===== src/rtl/uart_pkg.sv =====
// Shared types and constants for the UART transmit arbiter.
package uart_pkg;

    typedef enum logic [1:0] {
        UART_IDLE,
        UART_START,
        UART_DATA,
        UART_STOP
    } uart_state_t;

    localparam int unsigned UART_DATA_BITS  = 8;
    localparam int unsigned UART_FRAME_BITS = 10;

    // Width of an index into n items, never below one bit.
    function automatic int unsigned idx_width(int unsigned n);
        return (n > 1) ? $clog2(n) : 1;
    endfunction

endpackage


===== src/rtl/rr_arbiter.sv =====
// Combinational round-robin arbiter: search starts just after the last grant.
module rr_arbiter
    import uart_pkg::*;
#(
    parameter int unsigned N = 2,
    localparam int unsigned IdW = idx_width(N)
) (
    input  logic [N-1:0]   req_i,
    input  logic [IdW-1:0] last_grant_i,
    output logic [N-1:0]   grant_o,
    output logic [IdW-1:0] grant_idx_o
);

    logic        found;
    int unsigned cand;

    // Walk last+1, last+2, ... modulo N; first requester seen wins.
    always_comb begin
        grant_o     = '0;
        grant_idx_o = '0;
        found       = 1'b0;
        cand        = 0;
        for (int unsigned k = 1; k <= N; k++) begin
            cand = (32'(last_grant_i) + k) % N;
            for (int unsigned i = 0; i < N; i++) begin
                if (!found && (i == cand) && req_i[i]) begin
                    grant_o[i]  = 1'b1;
                    grant_idx_o = IdW'(i);
                    found       = 1'b1;
                end
            end
        end
    end

endmodule


===== src/rtl/uart_tx_arbiter.sv =====
// Shares one 8N1 UART transmit line between REQ_NUM byte requesters.
`ifndef SYS_FREQ
`define SYS_FREQ 50000000
`endif
`ifndef UART_BAUD
`define UART_BAUD 115200
`endif

module uart_tx_arbiter
    import uart_pkg::*;
#(
    parameter int unsigned REQ_NUM  = 2,
    parameter int unsigned FREQ_DIV = `SYS_FREQ / `UART_BAUD
) (
    input  logic                            clk,
    input  logic                            rst,
    input  logic [REQ_NUM-1:0]              req_valid,
    input  logic [REQ_NUM*8-1:0]            req_data,
    output logic [REQ_NUM-1:0]              req_ready,
    output logic                            txd,
    output logic                            busy,
    output logic [idx_width(REQ_NUM)-1:0]   grant_id
);

    localparam int unsigned IdW   = idx_width(REQ_NUM);
    localparam int unsigned BaudW = $clog2(FREQ_DIV);
    localparam logic [BaudW-1:0] BaudLast = BaudW'(FREQ_DIV - 1);
    localparam logic [2:0] BitLast = 3'(UART_DATA_BITS - 1);

    if (FREQ_DIV < 2) begin : g_bad_div
        $error("uart_tx_arbiter: FREQ_DIV must be >= 2");
    end
    if ((REQ_NUM < 1) || (REQ_NUM > 8)) begin : g_bad_req
        $error("uart_tx_arbiter: REQ_NUM must be 1..8");
    end

    uart_state_t                state_q;
    logic [BaudW-1:0]           baud_q;
    logic [2:0]                 bit_q;
    logic [UART_DATA_BITS-1:0]  shift_q;
    logic                       txd_q;
    logic [IdW-1:0]             grant_q;
    logic [IdW-1:0]             last_q;

    logic [REQ_NUM-1:0]         arb_grant;
    logic [IdW-1:0]             arb_idx;
    logic [UART_DATA_BITS-1:0]  sel_byte;
    logic                       accept;
    logic                       bit_end;

    rr_arbiter #(
        .N (REQ_NUM)
    ) u_rr_arbiter (
        .req_i        (req_valid),
        .last_grant_i (last_q),
        .grant_o      (arb_grant),
        .grant_idx_o  (arb_idx)
    );

    // Handshake only offered while idle and out of reset.
    always_comb begin
        req_ready = (rst && (state_q == UART_IDLE)) ? arb_grant : '0;
        accept    = |req_ready;
        bit_end   = (baud_q == BaudLast);
        sel_byte  = '0;
        for (int i = 0; i < REQ_NUM; i++) begin
            if (arb_grant[i]) begin
                sel_byte = req_data[i*UART_DATA_BITS +: UART_DATA_BITS];
            end
        end
    end

    // Frame FSM with baud/bit counters, latched byte and registered txd.
    always_ff @(posedge clk) begin
        if (!rst) begin
            state_q <= UART_IDLE;
            baud_q  <= '0;
            bit_q   <= '0;
            shift_q <= '0;
            txd_q   <= 1'b1;
            grant_q <= '0;
            last_q  <= IdW'(REQ_NUM - 1);
        end else begin
            unique case (state_q)
                UART_IDLE: begin
                    txd_q <= 1'b1;
                    if (accept) begin
                        shift_q <= sel_byte;
                        grant_q <= arb_idx;
                        last_q  <= arb_idx;
                        baud_q  <= '0;
                        bit_q   <= '0;
                        txd_q   <= 1'b0;
                        state_q <= UART_START;
                    end
                end
                UART_START: begin
                    if (bit_end) begin
                        baud_q  <= '0;
                        bit_q   <= '0;
                        txd_q   <= shift_q[0];
                        state_q <= UART_DATA;
                    end else begin
                        baud_q <= baud_q + BaudW'(1);
                    end
                end
                UART_DATA: begin
                    if (bit_end) begin
                        baud_q <= '0;
                        if (bit_q == BitLast) begin
                            txd_q   <= 1'b1;
                            state_q <= UART_STOP;
                        end else begin
                            bit_q <= bit_q + 3'd1;
                            txd_q <= shift_q[bit_q + 3'd1];
                        end
                    end else begin
                        baud_q <= baud_q + BaudW'(1);
                    end
                end
                UART_STOP: begin
                    txd_q <= 1'b1;
                    if (bit_end) begin
                        baud_q  <= '0;
                        state_q <= UART_IDLE;
                    end else begin
                        baud_q <= baud_q + BaudW'(1);
                    end
                end
                default: begin
                    txd_q   <= 1'b1;
                    state_q <= UART_IDLE;
                end
            endcase
        end
    end

    assign txd      = txd_q;
    assign busy     = (state_q != UART_IDLE);
    assign grant_id = grant_q;

endmodule


===== config.mk =====
export PLATFORM = sky130hd
export DESIGN_NAME = uart_tx_arbiter
export DESIGN_NICKNAME = d
export VERILOG_FILES = /design/src/rtl/uart_pkg.sv /design/src/rtl/rr_arbiter.sv /design/src/rtl/uart_tx_arbiter.sv
export SDC_FILE = /design/constraint.sdc
export NUM_CORES = 1
export LEC_CHECK = 0
export BUFFER_PORTS_ARGS = -buffer_cell sky130_fd_sc_hd__clkbuf_2
export CAP_MARGIN = 10
export CORE_MARGIN = 3
export CORE_UTILIZATION = 59
export DETAILED_ROUTE_END_ITERATION = 8
export HOLD_SLACK_MARGIN = 0.12
export PLACE_DENSITY = 0.92
export SLEW_MARGIN = 40
export SYNTH_ARGS = -nofsm -noshare
export SYNTH_HDL_FRONTEND = slang
export SYNTH_HIERARCHICAL = 1
export SYNTH_SLANG_ARGS = --single-unit

===== constraint.sdc =====
create_clock -name clk -period 4.04 [get_ports clk]
set_clock_uncertainty 0.15 [all_clocks]
set_input_delay 1.01 -clock clk [delete_from_list [all_inputs] [get_ports clk]]
set_output_delay 1.01 -clock clk [all_outputs]
set_load 0.05 [all_outputs]

==> flow_metrics.tcl, run 1 <==
set metrics [dict create \
    hp-class "reg -> reg" \
    num_rows 17 \
    grt_util_all_layers 0.196 \
    cts_setup_buffers 0 \
    postRouteAntennaNets 0 \
    synth.cell_area_um2 1440 \
    synth_edf_count 0 \
    wl_mm 2.91 \
    ys_seq_elements 25 \
    ys_types 37 \
    fin_cells 210 \
    finish.utilization 0.698 \
    max_freq_mhz 320 \
    antenna_cells 0 \
    wl_per_cell_um 13.9 \
    grt_pass1_vias 1226 \
    nNetsFinal 212 \
    rsz0062_at_grt "no" \
    die_w_um 55.5 \
    grt_antenna_before_repair 0 \
    cts_root_buf "clkbuf_4" \
    dr.first_iter.drc_count 38 \
    drive_above_1_share 0.209 \
    dr.pass1.iters 5 \
    vdd.ir_drop.worst_mv 0.332 \
    clockBufferDepth 2 \
    tightest_slew_ps 576 \
    dpl.cell_count 206 \
    p_leak_nw 0.657 \
    tns_ps 0 \
    ctsHtreeMaxLevel 1 \
    grt_pass1_wl_mm 5.00 \
    use_met3 0.0257 \
    start_util 0.634 \
    arrival_ps 1960 \
    dp_hpwl_mm 2.24 \
    status "finished, final reports clean" \
    vias 1267 \
    period_share 0.773 \
    fin_crit_ps 3120 \
    clk_pin_slew_ps 140 \
    grt_start_max_net_pins 21 \
    slew_violations 0 \
    cts_tree "done" \
    synth_ff_type "dfxtp_1" \
    grt_use_met2 0.324 \
    coreArea_um2 2280 \
    max-cap-violations 0 \
    gp_congestion 0.869 \
    port_buffers 24 \
    power_density_nw_per_um2 547 \
    critPathCaptureType "output pin" \
    syn_avg_cell_area_um2 8.96 \
    setup_viol 0 \
    dieArea_um2 3070 \
    drc 0 \
    cp_data_required_time_ps 2880 \
    hold_buffers 0 \
    crit_fanout 4 \
    grt_overflow 0 \
    cts_resized 0 \
    viasPerCell 6.03 \
    path_class "in -> out" \
    r2r_slack_ps 1850 \
    area_growth_pct 10.1 \
    syn_inst 161 \
    start_kind "primary input" \
    hold_violations 0 \
    ioPinCount 25 \
    cts_buffers 3 \
    synth_nets 190 \
    globalRouteMet1Util 0.242 \
    yosysWarnings 6 \
    relSlewSlack 0.616 \
    clock-sinks 25 \
    async_flop_share 0 \
    synth-seq-area-share 0.347 \
    grt.busiest_layer "met2" \
    clock_latency_ps 330 \
    dieHeight_um 55.5 \
]
[cell usage after synthesis, types with 2 or more instances]
master | n | area (um^2)
a211oi_1 | 10 | 75.1
a211oi_2 | 2 | 25.0
a21boi_1 | 3 | 22.5
a21o_1 | 7 | 52.6
a21o_2 | 2 | 17.5
a21oi_1 | 14 | 70.1
a22oi_1 | 8 | 60.1
and3_1 | 4 | 25.0
buf_2 | 5 | 25.0
clkbuf_1 | 2 | 7.51
dfxtp_1 | 25 | 500
ha_1 | 9 | 113
inv_1 | 9 | 33.8
mux2i_1 | 2 | 20.0
nand2_1 | 4 | 15.0
nand2b_1 | 2 | 12.5
nand3_1 | 7 | 35.0
nand4_1 | 2 | 12.5
nor2_1 | 17 | 63.8
nor2b_1 | 2 | 12.5
o21ai_0 | 3 | 15.0
o31ai_1 | 2 | 15.0
xnor2_1 | 6 | 52.6
[placed cells by master (no fill, tap or decap)]
cell type	Yosys	final
dfxtp_1	25	25
clkbuf_2	0	24
nor2_1	17	17
a21oi_1	14	14
a211oi_1	10	10
inv_1	9	9
ha_1	9	9
a22oi_1	8	8
nand3_1	7	7
a21o_1	7	7
xnor2_1	6	6
and3_1	4	4
nand2_1	4	4
o21ai_0	3	3
clkbuf_4	0	3
a21boi_1	3	3
a21o_2	2	2
nor2b_1	2	2
a211oi_2	2	2
mux2i_1	2	2
o31ai_1	2	2
nand2b_1	2	2
nand4_1	2	2
and4bb_2	1	1
and4b_1	1	1
nor3_1	1	1
o21ai_4	1	1
nand2_2	1	1
a2111oi_4	1	1
o211a_1	1	1
nand3b_1	1	1
a211o_1	1	1
a31oi_1	1	1
mux4_2	1	1
nand4b_1	1	1
a311oi_1	1	1
clkinv_2	0	1
buf_4	0	1
[kinds of logic (layout without fill, tap and decap cells)]
family                   after synthesis  in the layout  share of synthesized area
AO/OA/AOI/OAI                         57             57                      0.298
buffers and inverters                 17             38                     0.0538
multiplexers                           3              3                     0.0295
flip-flops                            25             25                      0.347
AND/OR/NAND/NOR                       44             44                      0.157
XOR/XNOR                               6              6                     0.0364
adder cells (fa/ha/maj)                9              9                     0.0781
[flip-flops by register name (all words and copies together), names as in the netlist]
name      count
txd           1
baud_q        9
bit_q         3
shift_q       8
state_q       2
last_q        1
grant_id      1
[power breakdown]
group | leakage (nW) | internal [mW] | switching (mW)
Sequential | 0.204 | 0.292 | 0.0385
Combinational | 0.435 | 0.152 | 0.272
Clock | 0.0177 | 0.0372 | 0.0780
[per-stage QoR]
stage	cell area [um^2]	total power, mW	hold slack [ps]	worst slack [ps]
6_report	1590	0.870	350	917
5_1_grt	1590	0.934	368	836
4_1_cts	1590	0.869	346	915
3_5_place_dp	1560	0.755	316	921
3_3_place_gp	1560	0.732	313	972
2_1_floorplan	1440	0.678	303	876
[per-layer routing]
layer	vias up	part of all wire
li1	636	-
met1	586	0.45
met2	33	0.48
met3	12	0.040
met4	0	0.034
met5	-	0
[final timing paths]
| check | cells after the start | startpoint | to |
|---|---|---|---|
| setup reg to reg | 5 | state_q[1] | shift_q[6] |
| hold / removal | 2 | txd | txd |
| setup / recovery | 4 | req_valid[0] | req_ready[0] |
| hold reg to reg | 2 | txd | txd |
[worst max-delay path: stages]
cell and delay [ps]:
clkbuf_2 100, a21boi_1 370, and3_1 210, clkbuf_2 270
[layout make-up]
type | count | area [um^2]
fill | 173 | 687
tap | 28 | 35.0
inverter | 9 | 33.8
clock buffer | 3 | 22.5
clock inverter | 1 | 5.00
sequential | 25 | 500
multi-input combinational | 119 | 865
timing repair buffer | 25 | 128
Note: power is estimated with default switching activity, not from simulation.
==> inputs of run 2 (changes only) <==
Settings changed: CORE_UTILIZATION 59 to 49, PLACE_DENSITY 0.92 to 0.83.
Clock period 4.04 ns to 2.6 ns, I/O delays scaled along.
==> run 2 against run 1 <==
Effect of this change:
- die area is 18% higher
- global-route usage is 1.5 points lower
- flip-flop and latch count stayed put
- highest routed layer unchanged
- largest cell class unchanged
- setup slack worse by 590 ps
- non-clock buffer count is 3 higher
- combinational power is 59% higher
==> flow_metrics.tcl, run 2 (same netlist as run 1, synthesis figures left out) <==
set metrics [dict create \
    grt_antenna_before_repair 0 \
    fin_crit_ps 2280 \
    largest-register "baud_q" \
    dieArea_um2 3630 \
    wl_mm 3.01 \
    arrival_ps 1480 \
    antenna_cells 0 \
    status "finished, final reports clean" \
    postRouteAntennaNets 0 \
    setup_viol 0 \
    period_share 0.876 \
    tns_ps 0 \
    cp_slowest_cell "dfxtp_1" \
    hp-class "reg -> reg" \
    fillerInstances 239 \
    hold_violations 0 \
    power_density_nw_per_um2 842 \
    grt_overflow 0 \
    path_cells "inv_1 > ha_1 > and3_1 > clkbuf_2" \
    grt_pass1_vias 1190 \
    grt_util_all_layers 0.181 \
    relSlewSlack 0.631 \
    nNetsFinal 215 \
    port_buffers 24 \
    crit_fanout 4 \
    max_stage_delay_ps 360 \
    viasPerCell 5.76 \
    hold_start "grant_id" \
    hold_buffers 0 \
    slew_violations 0 \
    gp_congestion 0.871 \
    whs_path_depth 2 \
    dr.first_iter.drc_count 28 \
    grt_start_max_net_pins 17 \
    start_kind "register" \
    max_freq_mhz 439 \
    area_growth_pct 12.0 \
    start_util 0.519 \
    worstRegToRegCells 6 \
    hold_path_end "grant_id" \
    finish.utilization 0.581 \
    vdd.ir_drop.worst_mv 0.588 \
    clock_latency_ps 320 \
    final_common_cell "dfxtp_1" \
    coreArea_um2 2780 \
    die_w_um 60.3 \
    rsz0062_at_grt "no" \
    cts_root_buf "clkbuf_4" \
    vias 1244 \
    drc 0 \
    grt_pass1_wl_mm 5.11 \
    r2r-end "txd" \
    max-cap-violations 0 \
    clockBufferDepth 2 \
    dr.pass1.iters 4 \
    critPathCaptureType "output pin" \
    mostFrequentLayoutCells "25 x dfxtp_1, 24 x clkbuf_2, 17 x nor2_1" \
    dpl.cell_count 212 \
    cp_data_required_time_ps 1800 \
    largest_registers "baud_q: 9 flops, shift_q: 8 flops, bit_q: 3 flops" \
    cts_resized 0 \
    r2r_slack_ps 680 \
    wl_per_cell_um 14.0 \
    path_class "reg -> out" \
    ioPinCount 25 \
    cts_setup_buffers 0 \
    dp_hpwl_mm 2.35 \
    cts_tree "done" \
    cts_buffers 3 \
    clk_pin_slew_ps 150 \
    clock-sinks 25 \
    dieHeight_um 60.3 \
    p_leak_nw 0.671 \
    ctsHtreeMaxLevel 1 \
    num_rows 19 \
    r2r-start "state_q[0]" \
    fin_cells 216 \
    drive_above_1_share 0.222 \
    tightest_slew_ps 552 \
    largest_register_ffs 9 \
]
-- run 2: cell count changes in the layout (fill, tap and decap cells not counted), sizes merged --
cell  delta
buf      +3
-- run 2: worst max-delay path by stage --
stage	from	endpoint	slack, ps
floorplan	req_valid[1]	req_ready[1]	160
global placement	req_valid[0]	req_ready[0]	440
detailed placement	req_valid[0]	shift_q[5]	340
CTS	state_q[1]	req_ready[1]	320
global route	state_q[1]	req_ready[1]	240
finish	state_q[1]	req_ready[1]	320
-- run 2: power breakdown --
part	total (mW)	internal (mW)	switching, mW
Combinational	0.674	0.252	0.422
Clock	0.174	0.0575	0.117
Sequential	0.511	0.453	0.0585
-- run 2: through the flow --
stage	setup WS (ps)	hold slack, ps	area, um^2	power [mW]
after global placement	441	312	1590	1.16
after detailed placement	343	322	1590	1.18
final	324	342	1620	1.36
after floorplan	156	303	1440	1.05
after global routing	244	374	1620	1.46
after CTS	319	341	1620	1.36
-- run 2: area by class of cell --
| cell class | count | area, um^2 | area share |
|---|---|---|---|
| timing repair buffer | 28 | 150 | 0.0930 |
| tap | 31 | 38.8 | 0.0240 |
| multi-input combinational | 119 | 865 | 0.535 |
| clock inverter | 1 | 5.00 | 0.00310 |
| clock buffer | 3 | 22.5 | 0.0139 |
| sequential | 25 | 500 | 0.310 |
| inverter | 9 | 33.8 | 0.0209 |
-- run 2: worst max-delay path: cells and delay by family, from the launching register on --
kind	cells	cell delay, ps
adder cells (fa/ha/maj)	1	240
buffers and inverters	2	390
flip-flops	1	360
AND/OR/NAND/NOR	1	170
-- run 2: layer usage --
metal	up-vias	global-route usage	part of all wire
met5	-	0	0
met4	0	0.0443	0.0073
met3	4	0.0216	0.026
met2	23	0.310	0.48
met1	578	0.239	0.48
li1	639	-	-
==> inputs of run 3 (changes only) <==
Settings changed: CORE_UTILIZATION 49 to 52, CTS_BUF_LIST set to sky130_fd_sc_hd__clkbuf_2, PLACE_DENSITY 0.83 to 0.87.
==> run 3 against run 2 <==
Effect of this change:
- via count up 1.5%
- combinational power down 0.9%
- global-route usage up 1.1 points
- sequential power up 2%
- fmax down 3.5%
- final cell count down 0.93%
- non-clock buffer count down 1
- sequential share of layout area up 0.32 points
- hold slack better by 7.7 ps
- critical path depth unchanged
- clock power down 13%
- routed wire length down 1.5%
- critical endpoint is now req_ready[0]
- largest power group unchanged
==> flow_metrics.tcl, run 3 (same netlist as run 1, synthesis figures left out) <==
set metrics [dict create \
    path_class "reg -> out" \
    crit_fanout 5 \
    r2r-start "state_q[0]" \
    port_buffers 24 \
    coreArea_um2 2570 \
    drive_above_1_share 0.217 \
    vias 1263 \
    grt_util_all_layers 0.191 \
    hold_buffers 0 \
    critPathCaptureType "output pin" \
    largest-register "baud_q" \
    dieHeight_um 58.7 \
    seqPwrFrac 0.387 \
    clk_pin_slew_ps 230 \
    slew_violations 0 \
    area_growth_pct 10.8 \
    wl_per_cell_um 13.9 \
    num_rows 18 \
    hold_start "grant_id" \
    postRouteAntennaNets 0 \
    cp_data_required_time_ps 1800 \
    grt_pass1_wl_mm 5.29 \
    largest_register_ffs 9 \
    fin_crit_ps 2360 \
    relSlewSlack 0.646 \
    tns_ps 0 \
    whs_path_depth 2 \
    p_int_mw 0.741 \
    grt_pass1_vias 1180 \
    clock-sinks 25 \
    finish.utilization 0.623 \
    vdd.ir_drop.worst_mv 0.560 \
    dieArea_um2 3440 \
    rsz0062_at_grt "no" \
    cts_setup_buffers 0 \
    arrival_ps 1560 \
    grt_overflow 0 \
    nNetsFinal 214 \
    cts_root_buf "clkbuf_2" \
    fillerInstances 232 \
    clockBufferDepth 2 \
    ioPinCount 25 \
    max_freq_mhz 424 \
    p_comb_frac 0.499 \
    worstRegToRegCells 6 \
    period_share 0.907 \
    clock_latency_ps 320 \
    power_density_nw_per_um2 837 \
    gp_congestion 0.827 \
    final_common_cell "clkbuf_2" \
    status "finished, final reports clean" \
    grt_antenna_before_repair 0 \
    grt_start_max_net_pins 21 \
    dr.pass1.iters 4 \
    hold_violations 0 \
    viasPerCell 5.90 \
    r2r_slack_ps 630 \
    cts_resized 0 \
    start_util 0.562 \
    largest_registers "baud_q: 9 flops, shift_q: 8 flops, bit_q: 3 flops" \
    dr.first_iter.drc_count 51 \
    p_sw_mw 0.598 \
    max-cap-violations 0 \
    hold_path_end "grant_id" \
    r2r-end "state_q[0]" \
    wl_mm 2.97 \
    ctsHtreeMaxLevel 1 \
    cts_tree "done" \
    clock_power_share 0.113 \
    hp-class "reg -> reg" \
    mostFrequentLayoutCells "28 x clkbuf_2, 25 x dfxtp_1, 17 x nor2_1" \
    p_leak_nw 0.665 \
    startpoint "state_q[0]" \
    cts_buffers 3 \
    antenna_cells 0 \
    tightest_slew_ps 530 \
    switching_share 0.446 \
    setup_viol 0 \
    die_w_um 58.7 \
    drc 0 \
    start_kind "register" \
    dp_hpwl_mm 2.32 \
]
-- run 3: worst max-delay path by stage --
stage / to / slack (ps) / cells after the start
3_3_place_gp: req_ready[0] / 440 / 4
2_1_floorplan: req_ready[1] / 160 / 3
4_1_cts: req_ready[0] / 240 / 4
3_5_place_dp: baud_q[1] / 340 / 7
6_report: req_ready[0] / 240 / 4
5_1_grt: req_ready[1] / 100 / 4
-- run 3: cell type report --
cell class                 count  area [um^2]  area share
multi-input combinational    119          865       0.541
sequential                    25          500       0.313
timing repair buffer          27          143      0.0892
tap                           30         37.5      0.0235
inverter                       9         33.8      0.0211
clock buffer                   4         20.0      0.0125
-- run 3: stage by stage --
stage | cells | setup slack [ps] | power, mW | cell area, um^2 | hold WS [ps]
after global routing | 214 | 95.2 | 1.44 | 1600 | 399
after CTS | 214 | 241 | 1.33 | 1600 | 349
after floorplan | 161 | 156 | 1.05 | 1440 | 303
after detailed placement | 210 | 340 | 1.19 | 1580 | 318
after global placement | 210 | 439 | 1.15 | 1580 | 313
final | 214 | 241 | 1.34 | 1600 | 349
-- run 3: power groups by stage --
stage	registers (mW)	logic (mW)	clock network (mW)
after floorplan	0.534	0.520	0
after global placement	0.518	0.634	0
after detailed placement	0.525	0.662	0
after CTS	0.517	0.665	0.152
after global routing	0.529	0.750	0.165
final	0.519	0.668	0.152
-- run 3: worst max-delay path, cell delays in order (launching register included) --
cell      delay [ps]
dfxtp_1          400
inv_1            120
ha_1             270
and3_1           180
clkbuf_2         270
-- run 3: layer usage --
layer  GRT usage  routed length [um]  vias up
li1            -                   -      634
met5           0                   0        -
met3      0.0307                 135        4
met1       0.268                1360      592
met4      0.0518                  32        0
met2       0.306                1440       33
